[src/rtl/png_chunk_crc_if.sv]
// Payload-in and CRC-out handshake bundle for png_chunk_crc.
interface png_chunk_crc_if #(
    parameter int unsigned DATA_WD = 32,
    parameter int unsigned LEN_WD  = 32
);
    localparam int unsigned NB = DATA_WD / 8;

    logic               val_i;
    logic               rdy_o;
    logic [DATA_WD-1:0] dat_i;
    logic [NB-1:0]      keep_i;
    logic               lst_i;
    logic               eof_i;
    logic               crc_val_o;
    logic               crc_rdy_i;
    logic [31:0]        crc_dat_o;
    logic [1:0]         crc_typ_o;
    logic [LEN_WD-1:0]  len_o;

    modport master (
        output val_i, dat_i, keep_i, lst_i, eof_i, crc_rdy_i,
        input  rdy_o, crc_val_o, crc_dat_o, crc_typ_o, len_o
    );

    modport slave (
        input  val_i, dat_i, keep_i, lst_i, eof_i, crc_rdy_i,
        output rdy_o, crc_val_o, crc_dat_o, crc_typ_o, len_o
    );
endinterface

[src/rtl/png_chunk_crc.sv]
// PNG chunk CRC32 sequencer: IHDR, IDAT..., IEND with internally injected type words.
// Optional chunk length counter enabled by defining PNG_CRC_LEN_EN.
module png_chunk_crc #(
    parameter int unsigned DATA_WD     = 32,
    parameter int unsigned SIZE_PIC_WD = 32,
    parameter int unsigned LEN_WD      = 32
) (
    input  logic                   clk,
    input  logic                   rstn,
    input  logic [SIZE_PIC_WD-1:0] w_i,
    input  logic [SIZE_PIC_WD-1:0] h_i,
    input  logic [7:0]             bit_depth_i,
    input  logic [7:0]             color_type_i,
    input  logic                   start_i,
    output logic                   busy_o,
    png_chunk_crc_if.slave         bus
);
    localparam int unsigned NB        = DATA_WD / 8;
    localparam logic [31:0] POLY      = 32'hEDB88320;
    localparam logic [31:0] ALL1      = 32'hFFFFFFFF;
    localparam logic [31:0] IHDR_W    = 32'h49484452;
    localparam logic [31:0] IDAT_W    = 32'h49444154;
    localparam logic [31:0] IEND_W    = 32'h49454E44;
    localparam logic [NB-1:0] KEEP4   = NB'(4'hF) << (NB - 4);
    localparam logic [NB-1:0] KEEP1   = NB'(1) << (NB - 1);
    localparam logic [NB-1:0] KEEPALL = '1;

    typedef enum logic [2:0] {IDLE, HDR, TYP, DAT, END, OUT} state_t;

    state_t      state_q, state_d;
    logic [2:0]  cnt_q, cnt_d;
    logic [31:0] crc_q, crc_d;
    logic [31:0] res_q, res_d;
    logic [1:0]  typ_q, typ_d;
    logic        eof_q, eof_d;
    logic [31:0] w_q, w_d, h_q, h_d;
    logic [7:0]  bd_q, bd_d, ct_q, ct_d;
    logic        rdy_q, rdy_d, val_q, val_d, busy_q, busy_d;
    logic [31:0] hdr_word;
    logic        beat_fire;

    // Reflected CRC-32 over the masked bytes of one beat, MSB byte first.
    function automatic logic [31:0] crc_upd(input logic [31:0] c, input logic [DATA_WD-1:0] d,
                                            input logic [NB-1:0] k);
        logic [31:0]        r;
        logic [DATA_WD-1:0] dd;
        logic [NB-1:0]      kk;
        r  = c;
        dd = d;
        kk = k;
        for (int i = 0; i < int'(NB); i++) begin
            if (kk[NB-1]) begin
                r = r ^ {24'h0, dd[DATA_WD-1 -: 8]};
                for (int b = 0; b < 8; b++) begin
                    r = {1'b0, r[31:1]} ^ (r[0] ? POLY : 32'h0);
                end
            end
            dd = dd << 8;
            kk = kk << 1;
        end
        return r;
    endfunction

    function automatic logic [DATA_WD-1:0] widen(input logic [31:0] x);
        return DATA_WD'(x) << (DATA_WD - 32);
    endfunction

    assign beat_fire = bus.val_i && rdy_q;

    always_ff @(posedge clk or posedge rstn) begin
        if (rstn) begin
            state_q <= IDLE;
            cnt_q   <= '0;
            crc_q   <= '0;
            res_q   <= '0;
            typ_q   <= '0;
            eof_q   <= 1'b0;
            w_q     <= '0;
            h_q     <= '0;
            bd_q    <= '0;
            ct_q    <= '0;
            rdy_q   <= 1'b0;
            val_q   <= 1'b0;
            busy_q  <= 1'b0;
        end else begin
            state_q <= state_d;
            cnt_q   <= cnt_d;
            crc_q   <= crc_d;
            res_q   <= res_d;
            typ_q   <= typ_d;
            eof_q   <= eof_d;
            w_q     <= w_d;
            h_q     <= h_d;
            bd_q    <= bd_d;
            ct_q    <= ct_d;
            rdy_q   <= rdy_d;
            val_q   <= val_d;
            busy_q  <= busy_d;
        end
    end

    always_comb begin
        state_d  = state_q;
        cnt_d    = cnt_q;
        crc_d    = crc_q;
        res_d    = res_q;
        typ_d    = typ_q;
        eof_d    = eof_q;
        w_d      = w_q;
        h_d      = h_q;
        bd_d     = bd_q;
        ct_d     = ct_q;
        hdr_word = 32'h0;
        case (state_q)
            IDLE: if (start_i) begin
                w_d     = 32'(w_i);
                h_d     = 32'(h_i);
                bd_d    = bit_depth_i;
                ct_d    = color_type_i;
                cnt_d   = 3'd0;
                state_d = HDR;
            end
            HDR: begin
                case (cnt_q)
                    3'd0:    hdr_word = IHDR_W;
                    3'd1:    hdr_word = w_q;
                    3'd2:    hdr_word = h_q;
                    3'd3:    hdr_word = {bd_q, ct_q, 16'h0};
                    default: hdr_word = 32'h0;
                endcase
                // last IHDR word carries only the interlace byte
                crc_d = crc_upd((cnt_q == 3'd0) ? ALL1 : crc_q, widen(hdr_word),
                                (cnt_q == 3'd4) ? KEEP1 : KEEP4);
                cnt_d = cnt_q + 3'd1;
                if (cnt_q == 3'd4) begin
                    res_d   = ~crc_d;
                    typ_d   = 2'd0;
                    state_d = OUT;
                end
            end
            TYP: begin
                crc_d   = crc_upd(ALL1, widen(IDAT_W), KEEP4);
                state_d = DAT;
            end
            DAT: if (beat_fire) begin
                crc_d = crc_upd(crc_q, bus.dat_i, bus.lst_i ? bus.keep_i : KEEPALL);
                if (bus.lst_i) begin
                    res_d   = ~crc_d;
                    typ_d   = 2'd1;
                    eof_d   = bus.eof_i;
                    state_d = OUT;
                end
            end
            END: begin
                crc_d   = crc_upd(ALL1, widen(IEND_W), KEEP4);
                res_d   = ~crc_d;
                typ_d   = 2'd2;
                state_d = OUT;
            end
            OUT: if (bus.crc_rdy_i) begin
                case (typ_q)
                    2'd0:    state_d = TYP;
                    2'd1:    state_d = eof_q ? END : TYP;
                    default: state_d = IDLE;
                endcase
            end
            default: state_d = IDLE;
        endcase
        rdy_d  = (state_d == DAT);
        val_d  = (state_d == OUT);
        busy_d = (state_d != IDLE);
    end

    assign bus.rdy_o     = rdy_q;
    assign bus.crc_val_o = val_q;
    assign bus.crc_dat_o = res_q;
    assign bus.crc_typ_o = typ_q;
    assign busy_o        = busy_q;

`ifdef PNG_CRC_LEN_EN
    logic [LEN_WD-1:0] len_cnt_q, len_cnt_d, len_res_q, len_res_d;

    function automatic int unsigned popcnt(input logic [NB-1:0] k);
        int unsigned n;
        n = 0;
        for (int i = 0; i < int'(NB); i++) n += int'(k[i]);
        return n;
    endfunction

    // Byte count of the current chunk; presented alongside each CRC.
    always_comb begin
        len_cnt_d = len_cnt_q;
        len_res_d = len_res_q;
        case (state_q)
            HDR: if (cnt_q == 3'd4) len_res_d = LEN_WD'(13);
            TYP: len_cnt_d = '0;
            DAT: if (beat_fire) begin
                len_cnt_d = len_cnt_q + (bus.lst_i ? LEN_WD'(popcnt(bus.keep_i)) : LEN_WD'(NB));
                if (bus.lst_i) len_res_d = len_cnt_d;
            end
            END: len_res_d = '0;
            default: ;
        endcase
    end

    always_ff @(posedge clk or posedge rstn) begin
        if (rstn) begin
            len_cnt_q <= '0;
            len_res_q <= '0;
        end else begin
            len_cnt_q <= len_cnt_d;
            len_res_q <= len_res_d;
        end
    end

    assign bus.len_o = len_res_q;
`else
    assign bus.len_o = LEN_WD'(0);
`endif
endmodule

[src/flat_wrapper.sv]
// flat-port wrapper written by rule: the top's interface ports become plain ports
module png_chunk_crc_flat 
#(
    parameter int unsigned DATA_WD     = 32,
    parameter int unsigned SIZE_PIC_WD = 32,
    parameter int unsigned LEN_WD      = 32
)
  (clk, rstn, w_i, h_i, bit_depth_i, color_type_i, start_i, busy_o, bus_val_i, bus_dat_i, bus_keep_i, bus_lst_i, bus_eof_i, bus_crc_rdy_i, bus_rdy_o, bus_crc_val_o, bus_crc_dat_o, bus_crc_typ_o, bus_len_o);
  png_chunk_crc_if #(.DATA_WD(DATA_WD), .LEN_WD(LEN_WD)) bus_i ();
  input  logic clk;
  input  logic rstn;
  input  logic [SIZE_PIC_WD-1:0] w_i;
  input  logic [SIZE_PIC_WD-1:0] h_i;
  input  logic [7:0] bit_depth_i;
  input  logic [7:0] color_type_i;
  input  logic start_i;
  output logic busy_o;
  input wire logic [$bits(bus_i.val_i)-1:0] bus_val_i;
  input wire logic [$bits(bus_i.dat_i)-1:0] bus_dat_i;
  input wire logic [$bits(bus_i.keep_i)-1:0] bus_keep_i;
  input wire logic [$bits(bus_i.lst_i)-1:0] bus_lst_i;
  input wire logic [$bits(bus_i.eof_i)-1:0] bus_eof_i;
  input wire logic [$bits(bus_i.crc_rdy_i)-1:0] bus_crc_rdy_i;
  output wire logic [$bits(bus_i.rdy_o)-1:0] bus_rdy_o;
  output wire logic [$bits(bus_i.crc_val_o)-1:0] bus_crc_val_o;
  output wire logic [$bits(bus_i.crc_dat_o)-1:0] bus_crc_dat_o;
  output wire logic [$bits(bus_i.crc_typ_o)-1:0] bus_crc_typ_o;
  output wire logic [$bits(bus_i.len_o)-1:0] bus_len_o;
  assign bus_i.val_i = bus_val_i;
  assign bus_i.dat_i = bus_dat_i;
  assign bus_i.keep_i = bus_keep_i;
  assign bus_i.lst_i = bus_lst_i;
  assign bus_i.eof_i = bus_eof_i;
  assign bus_i.crc_rdy_i = bus_crc_rdy_i;
  assign bus_rdy_o = bus_i.rdy_o;
  assign bus_crc_val_o = bus_i.crc_val_o;
  assign bus_crc_dat_o = bus_i.crc_dat_o;
  assign bus_crc_typ_o = bus_i.crc_typ_o;
  assign bus_len_o = bus_i.len_o;
  png_chunk_crc #(.DATA_WD(DATA_WD), .SIZE_PIC_WD(SIZE_PIC_WD), .LEN_WD(LEN_WD)) u_core (.clk(clk), .rstn(rstn), .w_i(w_i), .h_i(h_i), .bit_depth_i(bit_depth_i), .color_type_i(color_type_i), .start_i(start_i), .busy_o(busy_o), .bus(bus_i));
endmodule
[config.mk]
export PLATFORM = sky130hd
export DESIGN_NAME = png_chunk_crc_flat
export DESIGN_NICKNAME = d
export VERILOG_FILES = /design/src/rtl/png_chunk_crc_if.sv /design/src/rtl/png_chunk_crc.sv /design/src/flat_wrapper.sv
export SDC_FILE = /design/constraint.sdc
export NUM_CORES = 1
export LEC_CHECK = 0
export BUFFER_PORTS_ARGS = -buffer_cell sky130_fd_sc_hd__buf_4
export CORE_UTILIZATION = 60
export DETAILED_ROUTE_END_ITERATION = 7
export PLACE_DENSITY = 0.93
export SLEW_MARGIN = 20
export SYNTH_ARGS = -nofsm -noshare
export SYNTH_HDL_FRONTEND = slang
export SYNTH_SLANG_ARGS = --single-unit
[constraint.sdc]
create_clock -name clk -period 8 [get_ports clk]
set_clock_uncertainty 0.1 [all_clocks]
set_input_delay 0.8 -clock clk [delete_from_list [all_inputs] [get_ports clk]]
set_output_delay 0.8 -clock clk [all_outputs]
set_load 0.005 [all_outputs]
== Word-level counts from Yosys, hierarchy flattened ==
Index checks and enable logic that the tools add are counted.

* Register bits: 156
* Logic and storage cells: 226

* Add/subtract/negate cells: 1
* Equal/unequal tests: 16
* Muxes and demuxes: 109
* Bitwise logic cells: 74
* Reduce and logical (&&, ||, !) cells: 13

{| class="wikitable"
|+ Operators by type and width
! cell !! number
|-
| two-way mux 32 bit || 90
|-
| XOR 31 x 32 -> 32 bit || 64
|-
| case mux 32 bit (4 select lines) || 2
|-
| XOR 32 x 8 -> 32 bit || 8
|-
| case mux 32 bit (3 select lines) || 1
|-
| NOT 32 bit || 2
|-
| two-way mux 3 bit || 8
|-
| case mux 3 bit (6 select lines) || 1
|-
| == test 3 x 2 -> 1 bit, second input constant || 5
|-
| == test 3 bit, second input constant || 4
|-
| case mux 3 bit (2 select lines) || 2
|-
| == test 3 x 1 -> 1 bit, second input constant || 2
|-
| zero test 3 bit || 2
|-
| two-way mux 2 bit || 3
|-
| case mux 2 bit (3 select lines) || 1
|-
| AND reduction 2 bit || 3
|-
| nonzero test 3 bit || 2
|-
| two-way mux 4 bit || 1
|-
| inequality test 2 x 1 -> 1 bit, second input constant || 2
|-
| inequality test 2 bit, second input constant || 2
|-
| AND reduction 4 bit || 1
|-
| nonzero test 4 bit || 1
|-
| adder 3 x 1 -> 3 bit, second input constant || 1
|-
| AND reduction 3 bit || 1
|-
| 4 further kinds || 4
|}

== Logic depth before layout (Yosys ltp) ==
* Depth in word-level cells: 84
* Gate-level depth with buffers: 23
* Gate-level depth less buffers: 19

== Worst setup path after synthesis ==
OpenSTA, ideal clock, no wires.

* Path kind: flip-flop to flip-flop
* Start: register u_core.cnt_q[2]
* End: register u_core.crc_q[21]
* Data arrival time: 5.879 ns
* Data required time: 7.774 ns
* Setup slack: 1.895 ns
* Cell stages (with the launch flop): 23
* Period minus slack after synthesis: 6.105 ns
* Cell sequence: dfrtp_1 > buf_2 > inv_1 > ha_1 > clkbuf_1 > nand2_1 > nand3_1 > xnor2_1 > xor2_1 > xnor3_2 > xnor3_1 > mux2_1 > and2_1 > buf_1 > xor2_4 > xnor3_1 > mux2i_1 > a21oi_1 > buf_2 > xnor3_1 > xnor2_1 > a21oi_1 > o32a_1

* Word-level cells in the longest chain between the ends: 54
* Elaborated cells between the ends (all ways): 83
* Those cells by class: eq/ne: 4; mux: 42; bitwise: 36; reduce/logical: 1

{| class="wikitable"
|+ Ends and longest elaborated chain
! what !! line !! RTL
|-
| start: declaration || png_chunk_crc.sv:31 || <nowiki>logic [2:0] cnt_q, cnt_d;</nowiki>
|-
| start signal: assignment || png_chunk_crc.sv:87 || <nowiki>cnt_q <= cnt_d;</nowiki>
|-
| == test 3 x 2 -> 1 bit (tied with other cells) || png_chunk_crc.sv:124 || <nowiki>case (cnt_q)</nowiki>
|-
| case mux 32 bit (4 select lines) || png_chunk_crc.sv:124 ||
|-
| two-way mux 32 bit || png_chunk_crc.sv:114 || <nowiki>case (state_q)</nowiki>
|-
| XOR 32 x 8 -> 32 bit || png_chunk_crc.sv:53 || <nowiki>r = r ^ {24'h0, dd[DATA_WD-1 -: 8]};</nowiki>
|-
| XOR 31 x 32 -> 32 bit || png_chunk_crc.sv:55 || <nowiki>r = {1'b0, r[31:1]} ^ (r[0] ? POLY : 32'h0);</nowiki>
|-
| two-way mux 32 bit || png_chunk_crc.sv:55 ||
|-
| XOR 31 x 32 -> 32 bit (6 in a row) || png_chunk_crc.sv:55 ||
|-
| two-way mux 32 bit || png_chunk_crc.sv:55 ||
|-
| (+28 left out) || -- ||
|-
| XOR 31 x 32 -> 32 bit || png_chunk_crc.sv:55 ||
|-
| two-way mux 32 bit || png_chunk_crc.sv:55 ||
|-
| XOR 31 x 32 -> 32 bit (6 in a row) || png_chunk_crc.sv:55 ||
|-
| two-way mux 32 bit || png_chunk_crc.sv:55 ||
|-
| XOR 31 x 32 -> 32 bit || png_chunk_crc.sv:55 ||
|-
| two-way mux 32 bit (*) || png_chunk_crc.sv:52 || <nowiki>if (kk[NB-1]) begin</nowiki>
|-
| two-way mux 32 bit (*) || png_chunk_crc.sv:114 ||
|-
| case mux 32 bit (4 select lines) (*) || png_chunk_crc.sv:114 ||
|-
| end signal: assignment || png_chunk_crc.sv:88 || <nowiki>crc_q <= crc_d;</nowiki>
|-
| end: declaration || png_chunk_crc.sv:32 || <nowiki>logic [31:0] crc_q, crc_d;</nowiki>
|}

Mark *: on every way between the ends. The rest lies on a longest branch, timed or not. The select of a mux whose other input is x is not followed.
A chain may end at the register's enable or synchronous reset.

== Worst setup path in the final report ==
* Start: register u_core.cnt_q[2]
* End: register u_core.crc_q[25]

* Word-level cells in the longest chain between the ends: 54
* Elaborated cells between the ends (all ways): 84
* Those cells by class: eq/ne: 4; mux: 43; bitwise: 36; reduce/logical: 1

{| class="wikitable"
|+ Ends and longest elaborated chain
! what !! line
|-
| == test 3 x 2 -> 1 bit (tied with other cells) || png_chunk_crc.sv:124
|-
| case mux 32 bit (4 select lines) || png_chunk_crc.sv:124
|-
| two-way mux 32 bit || png_chunk_crc.sv:114
|-
| XOR 32 x 8 -> 32 bit || png_chunk_crc.sv:53
|-
| two-way mux 32 bit || png_chunk_crc.sv:55
|-
| XOR 31 x 32 -> 32 bit (6 in a row) || png_chunk_crc.sv:55
|-
| two-way mux 32 bit || png_chunk_crc.sv:55
|-
| XOR 31 x 32 -> 32 bit (2 in a row) || png_chunk_crc.sv:55
|-
| (+26 left out) || --
|-
| XOR 32 x 8 -> 32 bit || png_chunk_crc.sv:53
|-
| two-way mux 32 bit || png_chunk_crc.sv:55
|-
| XOR 31 x 32 -> 32 bit (6 in a row) || png_chunk_crc.sv:55
|-
| two-way mux 32 bit || png_chunk_crc.sv:55
|-
| XOR 31 x 32 -> 32 bit (2 in a row) || png_chunk_crc.sv:55
|-
| two-way mux 32 bit (*) || png_chunk_crc.sv:52
|-
| two-way mux 32 bit (*) || png_chunk_crc.sv:114
|-
| case mux 32 bit (4 select lines) (*) || png_chunk_crc.sv:114
|}

Marks and branches as above.

==> out/metrics.cfg <==
[floorplan]
rows=60
dieArea_sq_mm=0.0283
design.core.area_sq_mm=0.0270
start_util=0.614
fp.dieH_um=168
die_x_um=168
ios=192

[clocking]
post_cts_resized=0
cts_buffers=17
root_buffer=clkbuf_16
cts_setup_buffers=0
cts_htree_levels=4
cts_hold_buf=0
cts_tree=yes
max-clock-path-buffers=2
clk_pin_slew_ns=0.08
clk_latency_ns=0.44
cts_sinks=156

[synth]
syn-instance-count=1800
ys_warn_count=0
synth_cell_types=84
ys_seq_elements=156
ys_seq_area_frac=0.235
ys_async_sr_fraction=1.00
synth_area_leaders=dfrtp_1 24%, xnor2_1 17%, xor2_1 6.8%, xnor3_1 6.7%, mux2_2 5.9%
yosysTopAreaCell=dfrtp_1
synth_top_area_frac=0.235
yosys_most_used_dff=dfrtp_1
avgSynthCellArea_sq_um=9.21
syn_area_sq_mm=0.0166
synth-edff-count=0

[setup_path]
crit_fanout=18
cp_slowest_cell=dfrtp_1
end_kind=register
slowest_delay_ns=0.73
r2r_setup_slack_ns=0.44
cp_num_buf_inv=1
crit_chain=inv_1, ha_1, nand2_1, o221ai_2, xnor2_1, xor2_1, xnor3_1, xor2_2, xor2_1, a21bo_2, a211oi_1, xnor2_1, mux2i_4, xor2_2, xor2_1, xnor2_1, a21oi_1, o21ai_1, o22a_1
cp-start-kind=register
reg2regPathDepth=19
rr_startpoint=u_core.cnt_q[2]$_DFFE_PP0P_
crit_family=XOR/XNOR gates
criticalPathCategory=register to register
worst_ep_arrival_time_ns=7.80
rr_endpoint=u_core.crc_q[25]$_DFFE_PP0P_
required_ns=8.24

[place]
portBuffers=159
hpwl_mm=42.6
place.gp.congestion=1.01

[sta]
max_freq_ghz=0.132
slew_headroom=0.287
period_share=0.946
fin_crit_ns=7.56
rsz0062_at_grt=false
setup_tns_ns=0
final-hold-violation-count=0
drv_slew=0
setup_viol=0
worst_pin_slew_ns=1.07

[grt]
grt_pass1_wl_mm=84.6
grt_overflow=0
grt_pass1_vias=14100
antenna_found_initial=0
grt_start_max_net_pins=87
grt_usage=0.397

[finish]
multi_input_area_sq_mm=0.0122
final_layout_size_suffix_gt1_frac=0.194
diodes=0
area_growth_pct=12.0
layout.nets=2046
seq_area_sq_mm=0.00390
n_fill_cell=2084

[drt]
vias_per_cell=6.37
antenna_left=0
drtPass1Iterations=8
routed_wl_mm=55.5
route.vias.total=14500
drc=0
first_iter_violations=1954
wl_per_cell_um=24.4

[hold_path]
hold_path.class=input port to asynchronous set/reset pin

[run]
maxCapViolCount=0

[run_status]
status=completed

[cells by family after synthesis]
kind of cell | Yosys count | synth area share
XOR/XNOR | 555 | 0.366
other | 1 | 0.000226
adder cells (fa/ha/maj) | 5 | 0.00377
AO/OA/AOI/OAI | 345 | 0.137
buffers and inverters | 138 | 0.0395
flip-flops | 156 | 0.235
AND/OR/NAND/NOR | 461 | 0.124
multiplexers | 139 | 0.0943
[worst max-delay path by stage]
stage | startpoint | endpoint | slack [ns] | cells past startpoint
3_5_place_dp | u_core.cnt_q[2]$_DFFE_PP0P_ | u_core.crc_q[27]$_DFFE_PP0P_ | 0.80 | 18
6_report | u_core.cnt_q[2]$_DFFE_PP0P_ | u_core.crc_q[25]$_DFFE_PP0P_ | 0.44 | 19
4_1_cts | u_core.cnt_q[2]$_DFFE_PP0P_ | u_core.crc_q[27]$_DFFE_PP0P_ | 0.58 | 18
3_3_place_gp | u_core.cnt_q[2]$_DFFE_PP0P_ | u_core.crc_q[25]$_DFFE_PP0P_ | 0.93 | 19
2_1_floorplan | u_core.cnt_q[2]$_DFFE_PP0P_ | u_core.crc_q[21]$_DFFE_PP0P_ | 1.90 | 22
5_1_grt | u_core.cnt_q[2]$_DFFE_PP0P_ | u_core.crc_q[27]$_DFFE_PP0P_ | 0.16 | 18
[routing by layer]
| layer | part of all wire | global-route usage | up-vias |
|---|---|---|---|
| met4 | 0.070 | 0.245 | 0 |
| met3 | 0.090 | 0.0686 | 224 |
| met5 | 0 | 0 | - |
| li1 | - | - | 6376 |
| met2 | 0.47 | 0.652 | 942 |
| met1 | 0.37 | 0.488 | 6939 |
[cell usage in the layout (no fill, tap or decap), types with 13 or more instances in the layout]
cell type,count
mux2i_1,46
xor3_1,14
o21ai_1,13
a22oi_1,18
buf_4,191
a221oi_1,13
nor2_1,188
and2_1,18
nand2b_1,13
a31oi_1,18
conb_1,32
xnor2_1,330
inv_1,14
o22ai_1,13
clkbuf_16,17
nand2_1,138
xor2_1,128
a21oi_1,102
mux2_2,87
xnor3_1,49
xnor2_2,17
nor3_1,19
o21ai_0,64
dfrtp_1,156
nand3_1,22
[final cells by class]
cell class                 instances  area share
sequential                       156       0.210
clock inverter                    14     0.00822
inverter                          15     0.00330
tap                              341      0.0230
multi-input combinational       1537       0.655
timing repair buffer             191      0.0772
clock buffer                      18      0.0231
[metrics by stage]
step           setup WS (ns)   util  cells  area, sq um  hold slack [ns]
6_report               0.435  0.687   2272        18600            0.390
5_1_grt                0.155  0.687   2272        18600            0.420
4_1_cts                0.583  0.687   2272        18600            0.401
3_5_place_dp           0.796  0.666   2240        18000            0.379
3_3_place_gp           0.931  0.666   2240        18000            0.367
2_1_floorplan           1.90      -   1831        16700            0.368
[synth_stat cells, types with 11 or more instances]
cell	number
buf_4	33
nand3_1	22
a21oi_1	102
xor2_1	128
nand2_1	138
o21ai_1	13
o22ai_1	13
dfrtp_1	156
xor3_1	14
inv_1	15
xnor2_2	17
o21ai_0	64
xnor2_1	330
buf_2	11
nor2b_1	15
a22oi_1	18
and2_1	18
a221oi_1	13
nand2b_1	13
nor3_1	19
a211oi_1	12
mux2i_1	46
clkbuf_1	69
mux2_2	87
xnor3_1	49
nor2_1	190
a31oi_1	18
[registers in the layout (all words and copies together), names as in the netlist]
register / count
u_core.bus.crc_dat_o: 32
u_core.bd_q: 8
u_core.bus.crc_typ_o: 2
u_core.crc_q: 32
u_core.busy_o: 1
u_core.bus.crc_val_o: 1
u_core.bus.rdy_o: 1
u_core.h_q: 32
u_core.cnt_q: 3
u_core.ct_q: 8
u_core.eof_q: 1
u_core.w_q: 32
u_core.state_q: 3
Power is not shown: default switching activity piles up to over one toggle a cycle in this logic, so the estimate is an artifact.
